==> config.mk <==
export PLATFORM = sky130hd
export DESIGN_NAME = afe_inj_sequencer
export DESIGN_NICKNAME = d
export VERILOG_FILES = /design/src/rtl/afe_seq_pkg.sv /design/src/rtl/afe_sync2.sv /design/src/rtl/afe_inj_sequencer.sv
export SDC_FILE = /design/constraint.sdc
export NUM_CORES = 1
export LEC_CHECK = 0
export BUFFER_PORTS_ARGS = -buffer_cell sky130_fd_sc_hd__buf_2
export CAP_MARGIN = 20
export CORE_AREA = 5 5 105 156
export CTS_BUF_LIST = sky130_fd_sc_hd__clkbuf_16
export DETAILED_ROUTE_END_ITERATION = 10
export DIE_AREA = 0 0 110 161
export PLACE_DENSITY = 0.46
export SLEW_MARGIN = 40
export SYNTH_ARGS = -nofsm -noshare
export SYNTH_HDL_FRONTEND = slang
export SYNTH_SLANG_ARGS = --single-unit
export TNS_END_PERCENT = 30
==> constraint.sdc <==
create_clock -name CLK -period 4.4 [get_ports CLK]
set_input_delay 0.44 -clock CLK [delete_from_list [all_inputs] [get_ports CLK]]
set_output_delay 0.44 -clock CLK [all_outputs]
set_load 0.01 [all_outputs]
==> src/rtl/afe_seq_pkg.sv <==
// Shared definitions for the AFE injection sequencer: FSM state encoding,
// default field widths and the "zero means one" clamp used on timing fields.
package afe_seq_pkg;

    localparam int DEF_CNT_W = 8;
    localparam int DEF_NP_W  = 8;

    typedef enum logic [1:0] {
        IDLE   = 2'd0,
        PULSE  = 2'd1,
        GAP    = 2'd2,
        FINISH = 2'd3
    } seq_state_t;

    // Timing fields where a zero length makes no sense are bumped to one.
    // Works on a 32-bit carrier so callers of any field width can share it.
    function automatic logic [31:0] clamp_min1(input logic [31:0] value);
        return (value == 32'd0) ? 32'd1 : value;
    endfunction

endpackage

==> src/rtl/afe_sync2.sv <==
// Two-flop synchroniser followed by an edge register; produces a one-cycle
// rising-edge strobe in the clk domain for an asynchronous level input.
module afe_sync2 (
    input  logic clk,
    input  logic rst_b,
    input  logic async_in,
    output logic rise
);

    logic meta_p0;
    logic sync_p1;
    logic prev_p2;

    // Metastability filter plus previous-value register for edge detection
    always_ff @(posedge clk or negedge rst_b) begin
        if (!rst_b) begin
            meta_p0 <= 1'b0;
            sync_p1 <= 1'b0;
            prev_p2 <= 1'b0;
        end else begin
            meta_p0 <= async_in;
            sync_p1 <= meta_p0;
            prev_p2 <= sync_p1;
        end
    end

    assign rise = sync_p1 & ~prev_p2;

endmodule

==> src/rtl/afe_inj_sequencer.sv <==
// Charge-injection pulse-train sequencer: generates INJ and a delayed copy
// INJ_DEL, counts completed pulses and (optionally) pulses that produced a
// comparator response.
// Build option: define AFE_SEQ_HITCNT_EN to include the COMP synchroniser,
// hit flag and HIT_CNT; without it HIT_CNT is tied to zero and COMP is unused.
module afe_inj_sequencer
    import afe_seq_pkg::*;
#(
    parameter int CNT_W = DEF_CNT_W,
    parameter int NP_W  = DEF_NP_W
) (
    input  logic             CLK,
    input  logic             RST_B,
    input  logic             START,
    input  logic             ABORT,
    input  logic [CNT_W-1:0] CFG_HIGH,
    input  logic [CNT_W-1:0] CFG_DEL,
    input  logic [CNT_W-1:0] CFG_GAP,
    input  logic [NP_W-1:0]  CFG_NPULSE,
    input  logic             COMP,
    output logic             INJ,
    output logic             INJ_DEL,
    output logic             BUSY,
    output logic             DONE,
    output logic [NP_W-1:0]  PULSE_CNT,
    output logic [NP_W-1:0]  HIT_CNT
);

    // Phase counter is one bit wider so HIGH+DEL never wraps.
    localparam int T_W = CNT_W + 1;

    function automatic logic [NP_W-1:0] sat_inc(input logic [NP_W-1:0] value);
        return (&value) ? value : value + NP_W'(1);
    endfunction

    seq_state_t       state_q;
    logic [T_W-1:0]   t_q;
    logic [CNT_W-1:0] gap_cnt_q;

    logic [CNT_W-1:0] high_q;
    logic [CNT_W-1:0] del_q;
    logic [CNT_W-1:0] gap_q;
    logic [NP_W-1:0]  npulse_q;

    logic             accept;
    logic [T_W-1:0]   high_ext;
    logic [T_W-1:0]   del_ext;
    logic [T_W-1:0]   pulse_last;
    logic [T_W-1:0]   t_next;
    logic             pulse_end;
    logic             gap_end;
    logic             run_done;

    assign accept     = (state_q == IDLE) && START && !ABORT;
    assign high_ext   = {1'b0, high_q};
    assign del_ext    = {1'b0, del_q};
    assign pulse_last = high_ext + del_ext - T_W'(1);
    assign t_next     = t_q + T_W'(1);
    assign pulse_end  = (state_q == PULSE) && (t_q == pulse_last);
    assign gap_end    = (gap_cnt_q == gap_q - CNT_W'(1));
    assign run_done   = (npulse_q != '0) && (PULSE_CNT == npulse_q);

    // Configuration shadow registers, captured only when a run is accepted
    always_ff @(posedge CLK) begin
        if (accept) begin
            high_q   <= CNT_W'(clamp_min1(32'(CFG_HIGH)));
            del_q    <= CFG_DEL;
            gap_q    <= CNT_W'(clamp_min1(32'(CFG_GAP)));
            npulse_q <= CFG_NPULSE;
        end
    end

    // Sequencer FSM with registered strobes, status and pulse counter
    always_ff @(posedge CLK or negedge RST_B) begin
        if (!RST_B) begin
            state_q   <= IDLE;
            t_q       <= '0;
            gap_cnt_q <= '0;
            INJ       <= 1'b0;
            INJ_DEL   <= 1'b0;
            BUSY      <= 1'b0;
            DONE      <= 1'b0;
            PULSE_CNT <= '0;
        end else begin
            DONE <= 1'b0;
            if (ABORT) begin
                state_q <= IDLE;
                INJ     <= 1'b0;
                INJ_DEL <= 1'b0;
                BUSY    <= 1'b0;
            end else begin
                case (state_q)
                    IDLE: begin
                        if (START) begin
                            // Shadows load on this same edge, so use the live delay here.
                            state_q   <= PULSE;
                            t_q       <= '0;
                            PULSE_CNT <= '0;
                            INJ       <= 1'b1;
                            INJ_DEL   <= (CFG_DEL == '0);
                            BUSY      <= 1'b1;
                        end
                    end
                    PULSE: begin
                        if (pulse_end) begin
                            state_q   <= GAP;
                            gap_cnt_q <= '0;
                            INJ       <= 1'b0;
                            INJ_DEL   <= 1'b0;
                            PULSE_CNT <= sat_inc(PULSE_CNT);
                        end else begin
                            t_q     <= t_next;
                            INJ     <= (t_next < high_ext);
                            INJ_DEL <= (t_next >= del_ext);
                        end
                    end
                    GAP: begin
                        if (gap_end) begin
                            if (run_done) begin
                                state_q <= FINISH;
                            end else begin
                                state_q <= PULSE;
                                t_q     <= '0;
                                INJ     <= 1'b1;
                                INJ_DEL <= (del_q == '0);
                            end
                        end else begin
                            gap_cnt_q <= gap_cnt_q + CNT_W'(1);
                        end
                    end
                    FINISH: begin
                        state_q <= IDLE;
                        BUSY    <= 1'b0;
                        DONE    <= 1'b1;
                    end
                    default: begin
                        state_q <= IDLE;
                    end
                endcase
            end
        end
    end

`ifdef AFE_SEQ_HITCNT_EN
    logic comp_rise;
    logic hit_q;

    afe_sync2 u_comp_sync (
        .clk      (CLK),
        .rst_b    (RST_B),
        .async_in (COMP),
        .rise     (comp_rise)
    );

    // Per-pulse hit flag; an edge arriving on the closing edge still counts
    always_ff @(posedge CLK or negedge RST_B) begin
        if (!RST_B) begin
            hit_q   <= 1'b0;
            HIT_CNT <= '0;
        end else if (!ABORT) begin
            if (accept) begin
                hit_q   <= 1'b0;
                HIT_CNT <= '0;
            end else if (pulse_end) begin
                hit_q <= 1'b0;
                if (hit_q || comp_rise) begin
                    HIT_CNT <= sat_inc(HIT_CNT);
                end
            end else if ((state_q == PULSE) && comp_rise) begin
                hit_q <= 1'b1;
            end
        end
    end
`else
    logic unused_comp;
    assign unused_comp = COMP;
    assign HIT_CNT     = '0;
`endif

endmodule
==> qor.csv, run 1 <==
stage,metric,value,unit
synthesis,synthFlopType,edfxtp_1,
synthesis,synth-seq-cells,63,
timing,slew_violations,0,
global_route,grt_pass1_vias,3439,
synthesis,yosys_warnings,0,
synthesis,ys_types,66,
detailed_routing,drt_wl_total,10500,um
worst_setup_path,critPathKind,register to register,
power,power.leakage,2.27,nW
global_route,grt_util_all_layers,12.6,%
synthesis,synth_area_leaders,"edfxtp_1 22%, dfrtp_1 18%, ha_1 11%",
clock_tree,clk_latency,0.33,ns
synthesis,synth_seq_area_share,40.0,%
timing,period_needed,3.73,ns
clock_tree,clock-sinks,63,
floorplanning,die_w,110,um
clock_tree,clk_pin_slew,0.06,ns
clock_tree,post_cts_resized,0,
worst_setup_path,r2r_cells,12,
detailed_routing,via_per_inst,4.84,
floorplanning,pin_count,57,
floorplanning,start_util,29.1,%
worst_setup_path,arrival,3.98,ns
timing,setup_viol,0,
finish,fillers,1542,
timing,grt_setup_unrepaired,false,
timing,fmax,268,MHz
synthesis,syn_area_per_cell,9.93,um2
finish,drive_gt1_share,17.9,%
place,dp_hpwl,8230,um
clock_tree,cts_hold_buf,0,
power,ir_drop,0.252,mV
finish,final_cells,679,
finish,nets,551,
synthesis,synth_edf_count,32,
clock_tree,cts_root_buf,clkbuf_16,
power,powerDensity,444,nW/um2
detailed_routing,final_antenna_net_count,0,
clock_tree,cts_buffer_depth,2,
finish,area_delta_synth_final,15.5,%
timing,fin_skew,0.00760,ns
global_route,antenna_found_initial,0,
clock_tree,cts_tree,done,
worst_setup_path,crit_path_start_kind,register,
place,place_area,4720,um2
finish,stdcell_area,5010,um2
synthesis,synth_most_common_cell,inv_1,
finish,insertedDiodeCount,0,
detailed_routing,first_pass_iters,4,
worst_setup_path,rr_startpoint,del_q[1],
run_status,status,finished clean,
floorplanning,core_region_area,14900,um2
global_route,grt_max_degree,32,
worst_setup_path,endpoint_kind,register,
floorplanning,die-area,17700,um2
clock_tree,post_cts_buffers,0,
global_route,grt-ovfl-total,0,
place,dp_cells,663,
synthesis,synthArstFlopShare,49.2,%
hold_path,hold_path.class,input port to async pin,
floorplanning,die_y,161,um
floorplanning,std_cell_rows,55,
detailed_routing,drc,0,
synthesis,synth_top_cell_by_area,edfxtp_1,
place,port_buffers,47,
detailed_routing,drtIter0Drc,181,
detailed_routing,wl_per_cell,15.4,um
synthesis,ys_top_cells_by_count,"41 x inv_1, 38 x ha_1, 32 x edfxtp_1",
global_route,grt_pass1_wl,17100,um
synthesis,synth_cells,437,
worst_setup_path,cp_max_fo,12,
clock_tree,h-tree-depth,3,
synthesis,netlist_area,4340,um2
synthesis,synth_top_cell_area_share,22.1,%
timing,hold_viol_final,0,
detailed_routing,vias,3289,
flow_run,cap_violations,0,
timing,fin_crit_sh,84.7,%
worst_setup_path,crit_required,4.65,ns
worst_setup_path,critPathLaunch,del_q[1],
clock_tree,cts_made_buffers,9,
timing,fin_tns_setup,0,ns
place,gp_congestion,0.800,
-- layout by cell type (no fill, tap or decap), types with 14 or more instances in the layout --
cell type and n:
o21ai_0 14, nor3_1 14, xor2_1 19, ha_1 38, buf_2 46, nand3_1 17
nand2_1 19, nor2_1 18, dfrtp_1 31, a21oi_1 14, inv_1 42, edfxtp_1 32
-- critical path, stage by stage, from the launching register on --
cell and delay (ns):
edfxtp_1 0.39, inv_1 0.08, ha_1 0.27, inv_1 0.04, ha_1 0.22, fa_1 0.43, a211o_1 0.32, a2111oi_0 0.45
o32a_1 0.36, a21oi_2 0.17, buf_4 0.23, or4_1 0.51, a21boi_1 0.16
-- metrics by stage --
step,utilization [%],worst slack (ns),power (W),hold slack [ns]
final,33.6,0.673,0.00223,0.0544
after global routing,33.6,0.472,0.00238,0.0847
after CTS,33.6,0.644,0.00226,0.221
after detailed placement,31.6,0.673,0.00154,0.551
after global placement,31.6,0.788,0.00153,0.559
after floorplan,-,1.32,0.00133,0.144
-- kinds of logic (layout without fill, tap and decap cells) --
kind of cell / Yosys count / in the layout / share of synthesized area, %
AOI/OAI and AO/OA: 91 / 91 / 15.4
other: 1 / 8 / 0.0864
buffers and inverters: 71 / 107 / 7.04
and+or+nand+nor: 134 / 134 / 18.1
muxes: 7 / 7 / 1.67
DFF: 63 / 63 / 40.0
adders and majority gates: 39 / 39 / 11.4
xor gates and xnor gates: 31 / 31 / 6.26
-- state kept, by name (all words and copies together), names as in the netlist --
| signal | count |
|---|---|
| PULSE_CNT | 8 |
| high_q | 8 |
| DONE | 1 |
| INJ_DEL | 1 |
| gap_q | 8 |
| INJ | 1 |
| npulse_q | 8 |
| state_q | 2 |
| BUSY | 1 |
| del_q | 8 |
| gap_cnt_q | 8 |
| t_q | 9 |
-- layout make-up --
cell class                      instances  area, um2  share of cell area (%)
Inverter                               41        154                    3.07
Timing Repair Buffer                   50        260                    5.19
Tap cell                              199        249                    4.97
Clock buffer                            9        225                    4.49
Sequential cell                        63       1740                    34.6
Clock inverter                          7       65.1                    1.30
Multi-Input combinational cell        310       2320                    46.3
-- path summary, 6_finish.rpt --
kind,end,slack (ns)
worst min-delay path,DONE,0.05
max in group asynchronous,gap_cnt_q[2],4.00
worst min register to register,INJ_DEL,0.57
worst max-delay path,gap_cnt_q[4],0.67
worst max register to register,gap_cnt_q[4],0.67
min in group CLK,npulse_q[4],0.28
-- metal layers --
layer | global-route usage [%] | part of all wire (%) | vias to the layer above
met3 | 2.68 | 3.3 | 13
met2 | 23.0 | 55 | 60
li1 | - | - | 1649
met5 | 0 | 0 | -
met1 | 13.6 | 39 | 1567
met4 | 5.39 | 2.4 | 0
-- report_power, final --
part           total, W  switching [W]  internal, W
clock network  0.000698       0.000264     0.000434
registers      0.000781      0.0000770     0.000704
logic          0.000747       0.000448     0.000298
total           0.00223       0.000790      0.00144
Power figures use the tool's default switching activity.
==> run 2: changes to the inputs <==
--- a/config.mk
+++ b/config.mk
@@ -5,12 +5,13 @@
 export SDC_FILE = /design/constraint.sdc
 export NUM_CORES = 1
 export LEC_CHECK = 0
+export ABC_AREA = 1
 export BUFFER_PORTS_ARGS = -buffer_cell sky130_fd_sc_hd__buf_2
 export CAP_MARGIN = 20
-export CORE_AREA = 5 5 105 156
+export CORE_AREA = 5 5 107 160
 export CTS_BUF_LIST = sky130_fd_sc_hd__clkbuf_16
 export DETAILED_ROUTE_END_ITERATION = 10
-export DIE_AREA = 0 0 110 161
+export DIE_AREA = 0 0 112 165
 export PLACE_DENSITY = 0.46
 export SLEW_MARGIN = 40
 export SYNTH_ARGS = -nofsm -noshare
==> constraint.sdc (replaced) <==
create_clock -name CLK -period 3.8 [get_ports CLK]
set_input_delay 0.38 -clock CLK [delete_from_list [all_inputs] [get_ports CLK]]
set_output_delay 0.38 -clock CLK [all_outputs]
set_load 0.01 [all_outputs]
==> run 2 against run 1 <==
  * The run now ends with hold timing left
  * Routed wire length grew 4.2%
  * Setup slack gained 0.27 ns
  * Non-clock buffer count is the same
  * Sequential share of layout area shrank 1.6 points
  * Global-route usage shrank 0.19 points
  * Final cell count grew 19%
  * Critical path depth grew 3
  * Combinational power grew 35%
==> qor.csv, run 2 <==
stage,metric,value,unit
synthesis,synth_top_cell_by_area,edfxtp_1,
synthesis,synth_cells,560,
finish,drive_gt1_share,17.2,%
detailed_routing,final_antenna_net_count,0,
synthesis,ys_top_cells_by_count,"129 x nand2_1, 81 x inv_1, 44 x nor2_1",
finish,nets,674,
clock_tree,clock-sinks,63,
power,p_seq_share,34.2,%
run_status,violations,hold timing,
timing,slew_violations,0,
clock_tree,cts_buffer_depth,2,
clock_tree,h-tree-depth,3,
clock_tree,post_cts_resized,0,
timing,hold_ws,-0.00665,ns
power,switching_share,39.0,%
floorplanning,core_region_area,15500,um2
worst_setup_path,crit_required,4.02,ns
worst_setup_path,crit_end,gap_cnt_q[0],
clock_tree,clk_latency,0.33,ns
floorplanning,die_y,165,um
global_route,grt-ovfl-total,0,
clock_tree,post_cts_buffers,0,
timing,setup_viol,0,
worst_setup_path,critPathLaunch,del_q[1],
synthesis,yosys_warnings,0,
timing,period_needed,2.85,ns
worst_setup_path,cp_max_fo,9,
place,place_area,4990,um2
clock_tree,cts_hold_buf,0,
synthesis,synth-seq-cells,63,
worst_setup_path,cp_top_family,adder cells,
floorplanning,die_w,112,um
worst_setup_path,rr_endpoint,gap_cnt_q[0],
power,powerDensity,506,nW/um2
detailed_routing,vias,3641,
detailed_routing,first_pass_iters,4,
power,power.leakage,2.58,nW
global_route,grt_pass1_wl,18100,um
worst_setup_path,critPathKind,register to register,
detailed_routing,drt_wl_total,10900,um
worst_setup_path,cp.depth,15,
synthesis,netlist_area,4580,um2
floorplanning,die-area,18500,um2
power,clkPwrFrac,27.6,%
timing,grt_setup_unrepaired,false,
run_status,status,"finished, violations left",
worst_setup_path,rr_startpoint,del_q[1],
worst_setup_path,arrival,3.07,ns
worst_setup_path,r2r_setup_slack,0.95,ns
worst_setup_path,r2r_cells,15,
global_route,grt_pass1_vias,3731,
finish,final_cell_mix,"129 x nand2_1, 84 x inv_1, 46 x buf_2",
clock_tree,cts_tree,done,
power,intPower,0.00162,W
power,combPwrFrac,38.2,%
finish,area_delta_synth_final,14.7,%
synthesis,synth_edf_count,32,
detailed_routing,drc,0,
timing,fmax,350,MHz
synthesis,synthArstFlopShare,49.2,%
global_route,grt_max_degree,32,
synthesis,synth_top_cell_area_share,21.0,%
synthesis,synth_seq_area_share,37.9,%
timing,fin_crit_sh,75.1,%
floorplanning,start_util,29.6,%
floorplanning,pin_count,57,
worst_setup_path,crit_path_cell_trace,"inv_1, ha_1, inv_1, ha_1, fa_1, xnor2_1, nand3_1, nor2_1, nand2_1, a21oi_2, nand2_4, a21oi_4, nand2_4, nand2_1, nand2_1",
timing,fin_tns_setup,0,ns
worst_setup_path,path_buf_inv,2,
clock_tree,clk_pin_slew,0.05,ns
worst_setup_path,endpoint_kind,register,
synthesis,synth_area_leaders,"edfxtp_1 21%, dfrtp_1 17%, nand2_1 11%",
flow_run,cap_violations,0,
finish,largest_reg_flops,9,
place,gp_congestion,0.790,
power,ir_drop,0.291,mV
hold_path,hold_path.class,input port to async pin,
worst_setup_path,crit_slowest_cell,fa_1,
global_route,grt_util_all_layers,12.4,%
synthesis,synthFlopType,edfxtp_1,
clock_tree,cts_root_buf,clkbuf_16,
floorplanning,std_cell_rows,56,
detailed_routing,via_per_inst,4.52,
timing,hold_viol_final,7,
place,dp_hpwl,8780,um
finish,largest-register,t_q,
finish,stdcell_area,5250,um2
synthesis,syn_area_per_cell,8.17,um2
timing,fin_skew,0.00565,ns
power,p_sw,0.00104,W
finish,layout_commonest_cell,nand2_1,
clock_tree,cts_made_buffers,9,
detailed_routing,wl_per_cell,13.5,um
worst_setup_path,crit_path_start_kind,register,
synthesis,synth_most_common_cell,nand2_1,
detailed_routing,drtIter0Drc,121,
synthesis,ys_types,46,
global_route,antenna_found_initial,0,
worst_setup_path,slowest_delay,0.51,ns
place,port_buffers,47,
worst_setup_path,crit_top_cell,nand2_1,
finish,insertedDiodeCount,0,
==> run 2: changes by cell type after synthesis, sizes merged, moves of 9 or more <==
cell / before / now
o21ai: 15 / 29
nor2b: 11 / 0
or4: 9 / 0
nand2: 19 / 135
nor2: 18 / 47
nand3: 17 / 39
and3: 10 / 1
inv: 41 / 85
==> run 2: final cells by class <==
class / instances / area (um2)
fill: 1595 / 10200
multi-input combinational: 386 / 2370
sequential: 63 / 1740
inverter: 88 / 330
timing repair buffer: 50 / 300
tap: 203 / 254
clock buffer: 9 / 225
clock inverter: 7 / 33.8
==> run 2: per-layer routing <==
| metal | share of wire, % | vias up | GRT usage, % |
|---|---|---|---|
| met5 | 0 | - | 0 |
| met4 | 3.3 | 0 | 6.40 |
| met3 | 2.7 | 20 | 1.83 |
| met2 | 57 | 61 | 25.5 |
| met1 | 37 | 1691 | 11.5 |
| li1 | - | 1869 | - |
==> run 2: power groups by stage <==
stage | logic, W | clock network (W) | registers [W]
floorplan | 0.000762 | 0 | 0.000913
global placement | 0.000993 | 0 | 0.000920
global route | 0.00116 | 0.000792 | 0.000922
detailed placement | 0.00103 | 0 | 0.000922
CTS | 0.00103 | 0.000760 | 0.000910
finish | 0.00101 | 0.000733 | 0.000909
==> run 2: kinds of logic after synthesis <==
family	after synthesis	share of synthesized area, %
xor+xnor	30	6.04
flops	63	37.9
compound gates	54	8.67
buf+inv	118	11.0
other cells	1	0.0819
simple gates	255	25.4
fa+ha+maj	39	10.8
==> run 2: through the flow <==
stage / util, % / std cells / hold WS (ns) / setup WS, ns / total power (W)
6_report: 33.9 / 806 / -0.00665 / 0.946 / 0.00266
5_1_grt: 33.9 / 806 / 0.0301 / 0.669 / 0.00287
4_1_cts: 33.9 / 806 / 0.146 / 0.911 / 0.00270
3_5_place_dp: 32.2 / 790 / 0.510 / 0.929 / 0.00195
3_3_place_gp: 31.9 / 788 / 0.505 / 0.982 / 0.00191
2_1_floorplan: - / 567 / 0.0844 / 1.18 / 0.00167
==> run 2: worst min-delay path by stage <==
stage | cells past startpoint | end | startpoint | slack [ns]
floorplan | 0 | BUSY | RST_B | 0.08
global placement | 2 | INJ_DEL | INJ_DEL | 0.50
detailed placement | 1 | PULSE_CNT[3] | RST_B | 0.51
CTS | 1 | t_q[2] | RST_B | 0.15
global route | 1 | t_q[2] | RST_B | 0.03
finish | 1 | PULSE_CNT[3] | RST_B | -0.007
==> run 2: worst reg2reg max path, cell delays in order (launching register included) <==
cell	delay [ns]
edfxtp_1	0.35
inv_1	0.08
ha_1	0.28
inv_1	0.04
ha_1	0.21
fa_1	0.51
xnor2_1	0.11
nand3_1	0.10
nor2_1	0.13
nand2_1	0.09
a21oi_2	0.16
nand2_4	0.12
a21oi_4	0.30
nand2_4	0.13
nand2_1	0.08
nand2_1	0.05
